## src/rtl/load_store_unit.sv

```systemverilog
// rtl/load_store_unit.sv - RV32 load/store unit: sized accesses to a word-aligned strobed bus
//
// Sits after the ALU. A request's byte address comes from the ALU result and its
// store data from rs2. Each request becomes one word-aligned bus transaction with
// byte strobes. Load data is aligned and then sign- or zero-extended. A misaligned
// access or an illegal funct3 completes at once with resp_err and never touches the bus.
//
// Ports:
//   clk, rst                    clock; asynchronous active-high reset
//   req_valid/req_ready         request handshake; req_ready is high only in IDLE
//   req_we, req_funct3          1=store / 0=load; RISC-V access size and sign
//   req_addr, req_wdata         byte address, store data
//   resp_valid/rdata/err        one-cycle completion pulse, extended load data, error flag
//   busy                        an access is in flight
//   mem_req/we/addr/wstrb/wdata bus request, held until mem_gnt
//   mem_gnt, mem_rvalid, mem_rdata  bus grant, read-data valid, raw read word

module load_store_unit (
  input  logic        clk,
  input  logic        rst,
  input  logic        req_valid,
  output logic        req_ready,
  input  logic        req_we,
  input  logic [2:0]  req_funct3,
  input  logic [31:0] req_addr,
  input  logic [31:0] req_wdata,
  output logic        resp_valid,
  output logic [31:0] resp_rdata,
  output logic        resp_err,
  output logic        busy,
  output logic        mem_req,
  output logic        mem_we,
  output logic [31:0] mem_addr,
  output logic [3:0]  mem_wstrb,
  output logic [31:0] mem_wdata,
  input  logic        mem_gnt,
  input  logic        mem_rvalid,
  input  logic [31:0] mem_rdata
);

  typedef enum logic [1:0] {S_IDLE, S_REQ, S_WAIT, S_RESP} state_t;

  state_t      r_state;
  logic [2:0]  r_funct3;
  logic [1:0]  r_off;
  logic        r_we;

  logic        w_err;
  logic [3:0]  w_wstrb;
  logic [31:0] w_wdata;
  logic [31:0] w_sh;
  logic [31:0] w_load;

  // Request legality. The unsigned variants have no store form.
  always_comb begin
    w_err = 1'b0;
    case (req_funct3)
      3'b000:  w_err = 1'b0;
      3'b001:  w_err = req_addr[0];
      3'b010:  w_err = |req_addr[1:0];
      3'b100:  w_err = req_we;
      3'b101:  w_err = req_we | req_addr[0];
      default: w_err = 1'b1;
    endcase
  end

  // Store data is replicated across every lane so that the strobes alone pick the target bytes.
  always_comb begin
    w_wstrb = 4'b1111;
    w_wdata = req_wdata;
    case (req_funct3[1:0])
      2'b00: begin
        w_wstrb = 4'b0001 << req_addr[1:0];
        w_wdata = {4{req_wdata[7:0]}};
      end
      2'b01: begin
        w_wstrb = 4'b0011 << req_addr[1:0];
        w_wdata = {2{req_wdata[15:0]}};
      end
      default: begin
        w_wstrb = 4'b1111;
        w_wdata = req_wdata;
      end
    endcase
  end

  // Shift the addressed byte or halfword down to bit 0, then extend it.
  assign w_sh = mem_rdata >> {r_off, 3'b000};

  always_comb begin
    w_load = w_sh;
    case (r_funct3)
      3'b000:  w_load = {{24{w_sh[7]}}, w_sh[7:0]};
      3'b001:  w_load = {{16{w_sh[15]}}, w_sh[15:0]};
      3'b100:  w_load = {24'h0, w_sh[7:0]};
      3'b101:  w_load = {16'h0, w_sh[15:0]};
      default: w_load = w_sh;
    endcase
  end

  always_ff @(posedge clk or posedge rst) begin
    if (rst) begin
      r_state    <= S_IDLE;
      r_funct3   <= 3'b000;
      r_off      <= 2'b00;
      r_we       <= 1'b0;
      req_ready  <= 1'b1;
      resp_valid <= 1'b0;
      resp_rdata <= 32'h0;
      resp_err   <= 1'b0;
      busy       <= 1'b0;
      mem_req    <= 1'b0;
      mem_we     <= 1'b0;
      mem_addr   <= 32'h0;
      mem_wstrb  <= 4'h0;
      mem_wdata  <= 32'h0;
    end else begin
      case (r_state)
        S_IDLE: begin
          if (req_valid) begin
            r_funct3  <= req_funct3;
            r_off     <= req_addr[1:0];
            r_we      <= req_we;
            req_ready <= 1'b0;
            busy      <= 1'b1;
            if (w_err) begin
              r_state    <= S_RESP;
              resp_valid <= 1'b1;
              resp_err   <= 1'b1;
              resp_rdata <= 32'h0;
            end else begin
              r_state   <= S_REQ;
              mem_req   <= 1'b1;
              mem_we    <= req_we;
              mem_addr  <= {req_addr[31:2], 2'b00};
              mem_wstrb <= req_we ? w_wstrb : 4'h0;
              mem_wdata <= req_we ? w_wdata : 32'h0;
            end
          end
        end
        S_REQ: begin
          if (mem_gnt) begin
            mem_req   <= 1'b0;
            mem_we    <= 1'b0;
            mem_addr  <= 32'h0;
            mem_wstrb <= 4'h0;
            mem_wdata <= 32'h0;
            if (r_we) begin
              // Stores are treated as complete once the bus accepts them.
              r_state    <= S_RESP;
              resp_valid <= 1'b1;
              resp_err   <= 1'b0;
              resp_rdata <= 32'h0;
            end else begin
              r_state <= S_WAIT;
            end
          end
        end
        S_WAIT: begin
          if (mem_rvalid) begin
            r_state    <= S_RESP;
            resp_valid <= 1'b1;
            resp_err   <= 1'b0;
            resp_rdata <= w_load;
          end
        end
        S_RESP: begin
          // resp_rdata is left as it is and holds until the next completion.
          r_state    <= S_IDLE;
          resp_valid <= 1'b0;
          resp_err   <= 1'b0;
          req_ready  <= 1'b1;
          busy       <= 1'b0;
        end
        default: r_state <= S_IDLE;
      endcase
    end
  end

endmodule

```

## config.mk

```make
export PLATFORM = sky130hd
export DESIGN_NAME = load_store_unit
export DESIGN_NICKNAME = d
export VERILOG_FILES = /design/src/rtl/load_store_unit.sv
export SDC_FILE = /design/constraint.sdc
export NUM_CORES = 1
export LEC_CHECK = 0
export CORE_ASPECT_RATIO = 1.2
export CORE_UTILIZATION = 35
export DETAILED_ROUTE_END_ITERATION = 12
export PLACE_DENSITY = 0.65
export SKIP_CTS_REPAIR_TIMING = 1
export SYNTH_ARGS = -nofsm -noshare
export SYNTH_HDL_FRONTEND = slang
export SYNTH_SLANG_ARGS = --single-unit
```

## constraint.sdc

```tcl
create_clock -name clk -period 3.53 [get_ports clk]
set_clock_uncertainty 0.15 [all_clocks]
set_input_delay 0.353 -clock clk [delete_from_list [all_inputs] [get_ports clk]]
set_output_delay 0.353 -clock clk [all_outputs]
set_load 0.05 [all_outputs]
```

==> results.md <==
• number of antenna violations at the first check in global routing: 0
• Cells after Synth: 474
• row count: 49
• most common library cells after synthesis: sky130_fd_sc_hd__dfrtp_1, sky130_fd_sc_hd__a22o_1, sky130_fd_sc_hd__o21ai_0
• data required time of the critical path: 3.61 ns
• number of inserted diodes: 0
• Tot Pwr: 6.878 mW
• largest fanout on the critical path: 66
• slew of the pin with the lowest slew margin: 1.406 ns
• largest incremental delay on the critical path: 0.46 ns
• total DRC errors in the routed layout: 0
• count of TritonRoute iterations in the first routing pass: 4
• worst skew pair latency: 0.34 ns
• number of global-route vias before repair: 4969
• Worst Path Class, Setup: reg -> reg
• CORE AREA: 15020 um2
• synth unique cells: 51
• most common cell in the synthesized netlist: sky130_fd_sc_hd__dfrtp_1
• type of element capturing the critical path: flop
• IO Port Bufs: 208
• Maximum Capacitance Violations: 0
• synth top area cells: sky130_fd_sc_hd__dfrtp_1, sky130_fd_sc_hd__a22o_1, sky130_fd_sc_hd__mux2i_1
• clock-pin slew reported for the worst setup and hold paths after clock tree synthesis: 0.07 ns
• wire length of the first global-routing pass: 26940 um
• final number of hold-violating endpoints: 0
• clock period minus worst slack: 2.769 ns
• cell accounting for the most synthesized area: sky130_fd_sc_hd__dfrtp_1
• die height: 138.1 um
• syn avg cell area: 11.40 um2
• Routed Antenna Nets: 0
• number of buffers inserted during clock tree synthesis: 9
• #FFs+latches synth: 112
• Yosys warnings: 0
• I/O Pins: 211
• worst path cell trace: inv_1 > ha_1 > nand2_1 > a21oi_2 > o21ai_4 > buf_4 > a22o_1
• net total in the final layout: 773
• top-area cell type share of the netlist area: 0.5142
• family with the most delay on the worst path: compound AO/OA/AOI/OAI gates
• Max Root-Sink Buffers: 2
• category of the worst setup path launch point: flop
• Global Route met2 Usage: 0.3527
• HPWL after detailed placement: 12390 um
• setup TNS: 0 ns
• Total GRT Usage: 0.2160
• initial detailed-routing violation count: 223
• global routing usage on met3: 0.06971
• primary flip-flop cell chosen by synthesis mapping: sky130_fd_sc_hd__dfrtp_1
• clock tree from TritonCTS: built
• fraction of synthesis flops using an asynchronous set or reset pin: 1.000
• final global-route overflow total: 0
• H-tree depth reported by CTS: 3
• static leakage power: 3.369 nW
• Finish-stage setup viols: 0
• largest net degree at the start of global routing: 67
• max-slew violation count: 0
• routability-driven placement congestion ratio: 0.8508
• via density per instance: 5.464
• worst slew margin relative to its limit: 0.06249
• Total Routed Length: 17070 um
• smallest setup slack after layout: 0.7611 ns
• routing layer with the top usage in global route: met2
• fraction of layout instances using a drive strength above 1: 0.07922
• starting density of the core: 0.3596
• unrepaired setup endpoints after global routing: false
• clock tree root driver cell: sky130_fd_sc_hd__clkbuf_16
• share of the cycle needed by the critical path after routing: 0.7844
• Critical path buffers and inverters: 2
• die width: 115.4 um
• Clock Sink Count: 112
• Die Area: 15940 um2
• met1 GRT Util: 0.2727
• maximum VDD drop: 0.0004403 V
• P per Cell Area: 862.1 nW/um2
• layout-stage area growth over the synthesis result: 47.72%
• worst hold slack across all endpoints: 0.1523 ns
• part of the Yosys area used for sequential elements: 0.5191
• detailed-route via count: 4770
• number of enable-type register cells in the synthesized netlist: 0
• Synth Cell Area: 5401 um2
• result of the run: finished clean
• maximum frequency from static timing analysis: 0.3612 GHz
• Placement Setup Slack: 0.6426 ns
• Max stage delay cell, worst path: sky130_fd_sc_hd__ha_1
• arrival time reported for the critical path endpoint: 2.85 ns
• wire length per cell after detailed routing: 19.55 um
• path type of the worst min-delay path: in -> async
-- state kept, by name, indices dropped and copies added, names as in the netlist, 2 cells and up --
register	cells
r_state	2
mem_addr	30
resp_rdata	32
mem_wstrb	4
r_funct3	3
r_off	2
mem_wdata	32
-- stage by stage --
step	utilization	instance area (um2)	cells
final	0.5312	7979	873
after global routing	0.5312	7979	873
after CTS	0.5312	7979	873
after detailed placement	0.5097	7656	857
after global placement	0.5097	7656	857
after floorplan	-	5405	475
-- report_power, final --
part | switching, mW | total (mW) | internal [mW]
registers | 0.275 | 1.93 | 1.65
logic | 2.54 | 3.84 | 1.30
clock network | 0.462 | 1.11 | 0.646
total | 3.28 | 6.88 | 3.60
-- layout make-up --
| class | count | area, um2 |
|---|---|---|
| fillers | 1327 | 7042 |
| inverters | 10 | 40.04 |
| clock inverters | 4 | 76.32 |
| well taps | 204 | 255.2 |
| flip-flops and latches | 112 | 2804 |
| multi-input cells | 310 | 2365 |
| clock buffers | 12 | 246.5 |
| repair buffers | 221 | 2192 |
-- per-layer routing --
layer  up-vias  part of all wire
li1       2177                 -
met1      2341              0.41
met2       227              0.48
met3        25             0.096
met4         0             0.019
met5         -                 0
-- cells in the final DEF (no fill, tap or decap), types with 2 or more instances in the layout --
cell	synthesis	layout
sky130_fd_sc_hd__a211oi_1	6	6
sky130_fd_sc_hd__a21boi_0	8	8
sky130_fd_sc_hd__a21oi_1	6	6
sky130_fd_sc_hd__a221oi_1	8	8
sky130_fd_sc_hd__a22o_1	46	46
sky130_fd_sc_hd__buf_4	7	12
sky130_fd_sc_hd__bufinv_16	0	2
sky130_fd_sc_hd__clkbuf_1	19	2
sky130_fd_sc_hd__clkbuf_16	0	9
sky130_fd_sc_hd__clkdlybuf4s50_1	0	208
sky130_fd_sc_hd__conb_1	1	2
sky130_fd_sc_hd__dfrtp_1	111	111
sky130_fd_sc_hd__ha_1	4	4
sky130_fd_sc_hd__inv_1	9	8
sky130_fd_sc_hd__mux2_2	13	13
sky130_fd_sc_hd__mux2i_1	37	37
sky130_fd_sc_hd__nand2_1	15	15
sky130_fd_sc_hd__nand2b_1	3	3
sky130_fd_sc_hd__nor2_1	21	21
sky130_fd_sc_hd__nor2b_1	9	9
sky130_fd_sc_hd__o211ai_1	2	2
sky130_fd_sc_hd__o21a_1	8	8
sky130_fd_sc_hd__o21ai_0	45	45
sky130_fd_sc_hd__o21bai_1	2	2
sky130_fd_sc_hd__o22ai_1	3	3
sky130_fd_sc_hd__o2bb2ai_1	19	19
sky130_fd_sc_hd__o31ai_1	8	8
sky130_fd_sc_hd__o41ai_1	22	22
sky130_fd_sc_hd__or2_2	3	3
-- worst register-to-register path, cell delays in order, from the launching register on --
cell and delay [ns]:
sky130_fd_sc_hd__dfrtp_1 0.41, sky130_fd_sc_hd__inv_1 0.14, sky130_fd_sc_hd__ha_1 0.46, sky130_fd_sc_hd__nand2_1 0.38, sky130_fd_sc_hd__a21oi_2 0.34, sky130_fd_sc_hd__o21ai_4 0.09
sky130_fd_sc_hd__buf_4 0.33, sky130_fd_sc_hd__a22o_1 0.37
-- final timing paths --
kind / startpoint / endpoint / slack, ns / depth (start not counted)
max: r_state[0] / mem_wdata[1] / 0.76 / 7
min: rst / mem_addr[6] / 0.15 / 2
max reg2reg: r_state[0] / mem_wdata[1] / 0.76 / 7
min reg2reg: mem_we / mem_we / 0.34 / 1
max in group asynchronous: rst / req_ready / 2.27 / 3
min in group clk: mem_we / mem_we / 0.34 / 1
-- cells by family after synthesis --
group / count (synthesis) / synth area share
adder cells (fa/ha/maj): 4 / 0.009266
AND/OR/NAND/NOR: 59 / 0.05258
other: 1 / 0.0006943
AO/OA/AOI/OAI: 194 / 0.2726
multiplexers: 51 / 0.09984
buffers and inverters: 53 / 0.04586
flip-flops: 112 / 0.5191
(Power assumes the default switching activity.)
==> patch 1, RTL diff (same settings) <==
Reset style: synchronous (`rst`), changed in one clocked block. Comments in the files are not updated.
--- a/src/rtl/load_store_unit.sv
+++ b/src/rtl/load_store_unit.sv
@@ -98,7 +98,7 @@
     endcase
   end
 
-  always_ff @(posedge clk or posedge rst) begin
+  always_ff @(posedge clk) begin
     if (rst) begin
       r_state    <= S_IDLE;
       r_funct3   <= 3'b000;
Behaviour: differs if rst is asserted again (counterexample within 4 cycles, from zero or initial values and one cycle with rst high); with rst held inactive, the same outputs for 4 cycles.
==> patch 1 against the original RTL <==
- setup slack worse by 0.030 ns
- count of clock-buffer cells in the layout shrank 2
- core utilization grew 1.9 points
- sequential cell count is the same
- wire length decreased by 11%
- critical path depth fell by 1
- area after synthesis shrank 11%
- cell area fell by 8.2%
- critical path type is now in2reg
- highest routed layer unchanged
Power is not compared: it rests on default switching activity, and its combinational part moved more than twofold at a synthesized area within 25%.
==> patch 1: results <==
{
  "layout.nets": 775,
  "crit_fanout": 67,
  "postSynthAreaPerCell_um2": 10.06,
  "drive_above_1_share_pct": 5.365,
  "via_per_inst": 5.414,
  "dp_cells": 823,
  "comb.multi_input.count": 319,
  "arrival_ns": 2.88,
  "ys_top_cells_by_count": "112 x dfxtp_1, 72 x a22o_1, 55 x mux2i_1",
  "worstRegToRegCells": 6,
  "status": "completed",
  "met3_usage_pct": 8.392,
  "cp_slowest_cell": "or4_1",
  "r2r-end": "resp_rdata[24]",
  "nonClockInverterCount": 5,
  "synth_area_leaders": "dfxtp_1 47%, a22o_1 13%, mux2i_1 12%, o21ai_0 3.6%, o2bb2ai_1 3.5%",
  "wl_met2_mm": 7.231,
  "reg2reg_slack_ns": 0.87,
  "drt-met1-wl_mm": 6.151,
  "dp_hpwl_mm": 11.14,
  "ff_latch_area_mm2": 0.002242,
  "clkCellAreaFrac_pct": 4.375,
  "grtUsageTotal_pct": 21.45,
  "max_stage_delay_ns": 0.75,
  "grt_pass1_wl_mm": 23.65,
  "dp_slack_ns": 0.4155,
  "yosysUniqueCellTypes": 45,
  "synth_seq_area_share_pct": 46.90,
  "grt_max_degree": 68,
  "stdcell_count": 839,
  "synth_ff_type": "dfxtp_1",
  "fill_cells": 1228,
  "routed_wl_mm": 15.16,
  "drt_iter0_markers": 203,
  "hp-class": "reg2reg"
}
patch 1: how the worst min path moves through the flow:
stage / slack, ns / depth (start not counted) / endpoint / startpoint
global placement: 0.29 / 1 / mem_we / mem_we
floorplan: 0.29 / 2 / r_funct3[2] / r_funct3[2]
CTS: 0.32 / 1 / mem_we / mem_we
detailed placement: 0.30 / 1 / mem_we / mem_we
global route: 0.33 / 1 / mem_wdata[22] / mem_wdata[22]
finish: 0.31 / 1 / mem_we / mem_we
patch 1: metrics by stage:
step                utilization, %  instance area, µm²  hold WS [ns]
floorplan                        -                4785        0.2946
CTS                          55.06                7321        0.3172
global route                 55.06                7321        0.3330
global placement             52.65                7000        0.2891
detailed placement           52.65                7000        0.2971
finish                       55.06                7321        0.3104
patch 1: cells by family (layout without fill, tap and decap cells):
logic type,count (synthesis),count (layout),synth area share [%]
other cells,1,2,0.07844
mux,58,58,12.46
compound gates,183,183,28.26
simple gates,72,72,7.171
buf+inv,45,240,4.083
flops,112,112,46.90
fa+ha+maj,4,4,1.047
==> patch 2, RTL diff (same settings) <==
Made on the original files. Re-encode `state_t` (4 states) as one-hot, 4 bits wide.
--- a/src/rtl/load_store_unit.sv
+++ b/src/rtl/load_store_unit.sv
@@ -38,7 +38,7 @@
   input  logic [31:0] mem_rdata
 );
 
-  typedef enum logic [1:0] {S_IDLE, S_REQ, S_WAIT, S_RESP} state_t;
+  typedef enum logic [3:0] {S_IDLE = 4'b0001, S_REQ = 4'b0010, S_WAIT = 4'b0100, S_RESP = 4'b1000} state_t;
 
   state_t      r_state;
   logic [2:0]  r_funct3;
Function: no difference found for any inputs over 4 cycles, from zero or initial values and one cycle with rst high; so few cycles prove little.
==> patch 2 against the original RTL <==
- sequential cell count grew 2
- total power increased by 11%
- maximum frequency up 2.9%
- wire length is 7.1% lower
- setup slack better by 0.078 ns
- cell area up 3.2%
- area after synthesis fell by 0.16%
- critical path type unchanged
==> patch 2: results <==
{
  "clock_tree.htree_level_count": 4,
  "status": "completed",
  "drt_iter0_markers": 201,
  "insertion_delay_ns": 0.41,
  "drive_above_1_share_pct": 10.71,
  "top_layer_used": "met4",
  "r2r-end": "mem_addr[30]",
  "arrival_ns": 2.88,
  "grt_max_degree": 62,
  "reg2reg_slack_ns": 0.84,
  "synth_seq_area_share_pct": 52.95,
  "ir_drop_v": 0.0005536,
  "dp_slack_ns": 0.6835,
  "fill_cells": 1299,
  "postSynthAreaPerCell_um2": 12.66,
  "layout.nets": 729,
  "p_leak_uw": 0.003632,
  "hp-class": "in2async",
  "gp_congestion": 0.8058,
  "synth_area_leaders": "dfrtp_1 52%, a22o_1 7.6%, mux2i_1 6.1%, o2bb2ai_1 4.2%, mux4_2 3.8%",
  "cts_made_buffers": 17,
  "port_buffers": 208,
  "fin_hold_ws_ns": 0.2690,
  "ff_latch_area_mm2": 0.002855,
  "crit_fanout": 44,
  "maxSlewHeadroom_pct": 37.00,
  "use_met1_pct": 24.34,
  "p_int_uw": 4466,
  "grtUsageTotal_pct": 20.35,
  "via_per_inst": 5.204,
  "grt_pass1_vias": 4658,
  "drt-met1-wl_mm": 6.643,
  "dp_cells": 809,
  "drt_pass1_iterations": 4,
  "dp_hpwl_mm": 11.30,
  "clockBufferDepth": 2,
  "worstRegToRegCells": 5,
  "fmax_ghz": 0.3716,
  "grt_use_met2_pct": 33.40,
  "yosysUniqueCellTypes": 56,
  "critPathLaunch": "r_state[1]",
  "ys_top_cells_by_count": "112 x dfrtp_1, 47 x a22o_1, 33 x mux2i_1",
  "placed_area_mm2": 0.007571,
  "critPathKind": "reg2reg",
  "grt_pass1_wl_mm": 24.50,
  "met3_usage_pct": 6.993,
  "routed_wl_mm": 15.86,
  "route.met3.wl_mm": 1.345,
  "wl_met2_mm": 7.597,
  "stdcell_count": 839
}
[patch 2: cell type report]
cell class,count,area share (%)
Clock buffer,22,5.883
Sequential cell,114,34.69
Timing Repair Buffer,216,26.18
Clock inverter,8,2.128
Inverter,11,0.5321
Tap cell,204,3.101
Multi-Input combinational cell,264,27.49
[patch 2: cells by family (layout without fill, tap and decap cells)]
family	Yosys count	count (layout)	share of synthesized area (%)
other	1	2	0.06954
xor gates and xnor gates	1	1	0.1624
DFF	114	114	52.95
and+or+nand+nor	59	59	6.520
buffers and inverters	49	257	5.174
muxes	56	56	12.81
AOI/OAI and AO/OA	146	146	22.32
[patch 2: power by group through the flow]
stage	logic [µW]	clock network, µW	registers (µW)
floorplan	1290	0	3320
global placement	3610	0	2130
detailed placement	3650	0	2120
CTS	3650	1950	2130
global route	3800	2010	2190
finish	3630	1910	2120
[patch 2: critical path: stages, from the launching register on]
cell and delay [ns]:
dfrtp_1 0.65, nor3b_1 0.40, nor4_1 0.09, a21bo_2 0.82
buf_4 0.33, a22o_1 0.16
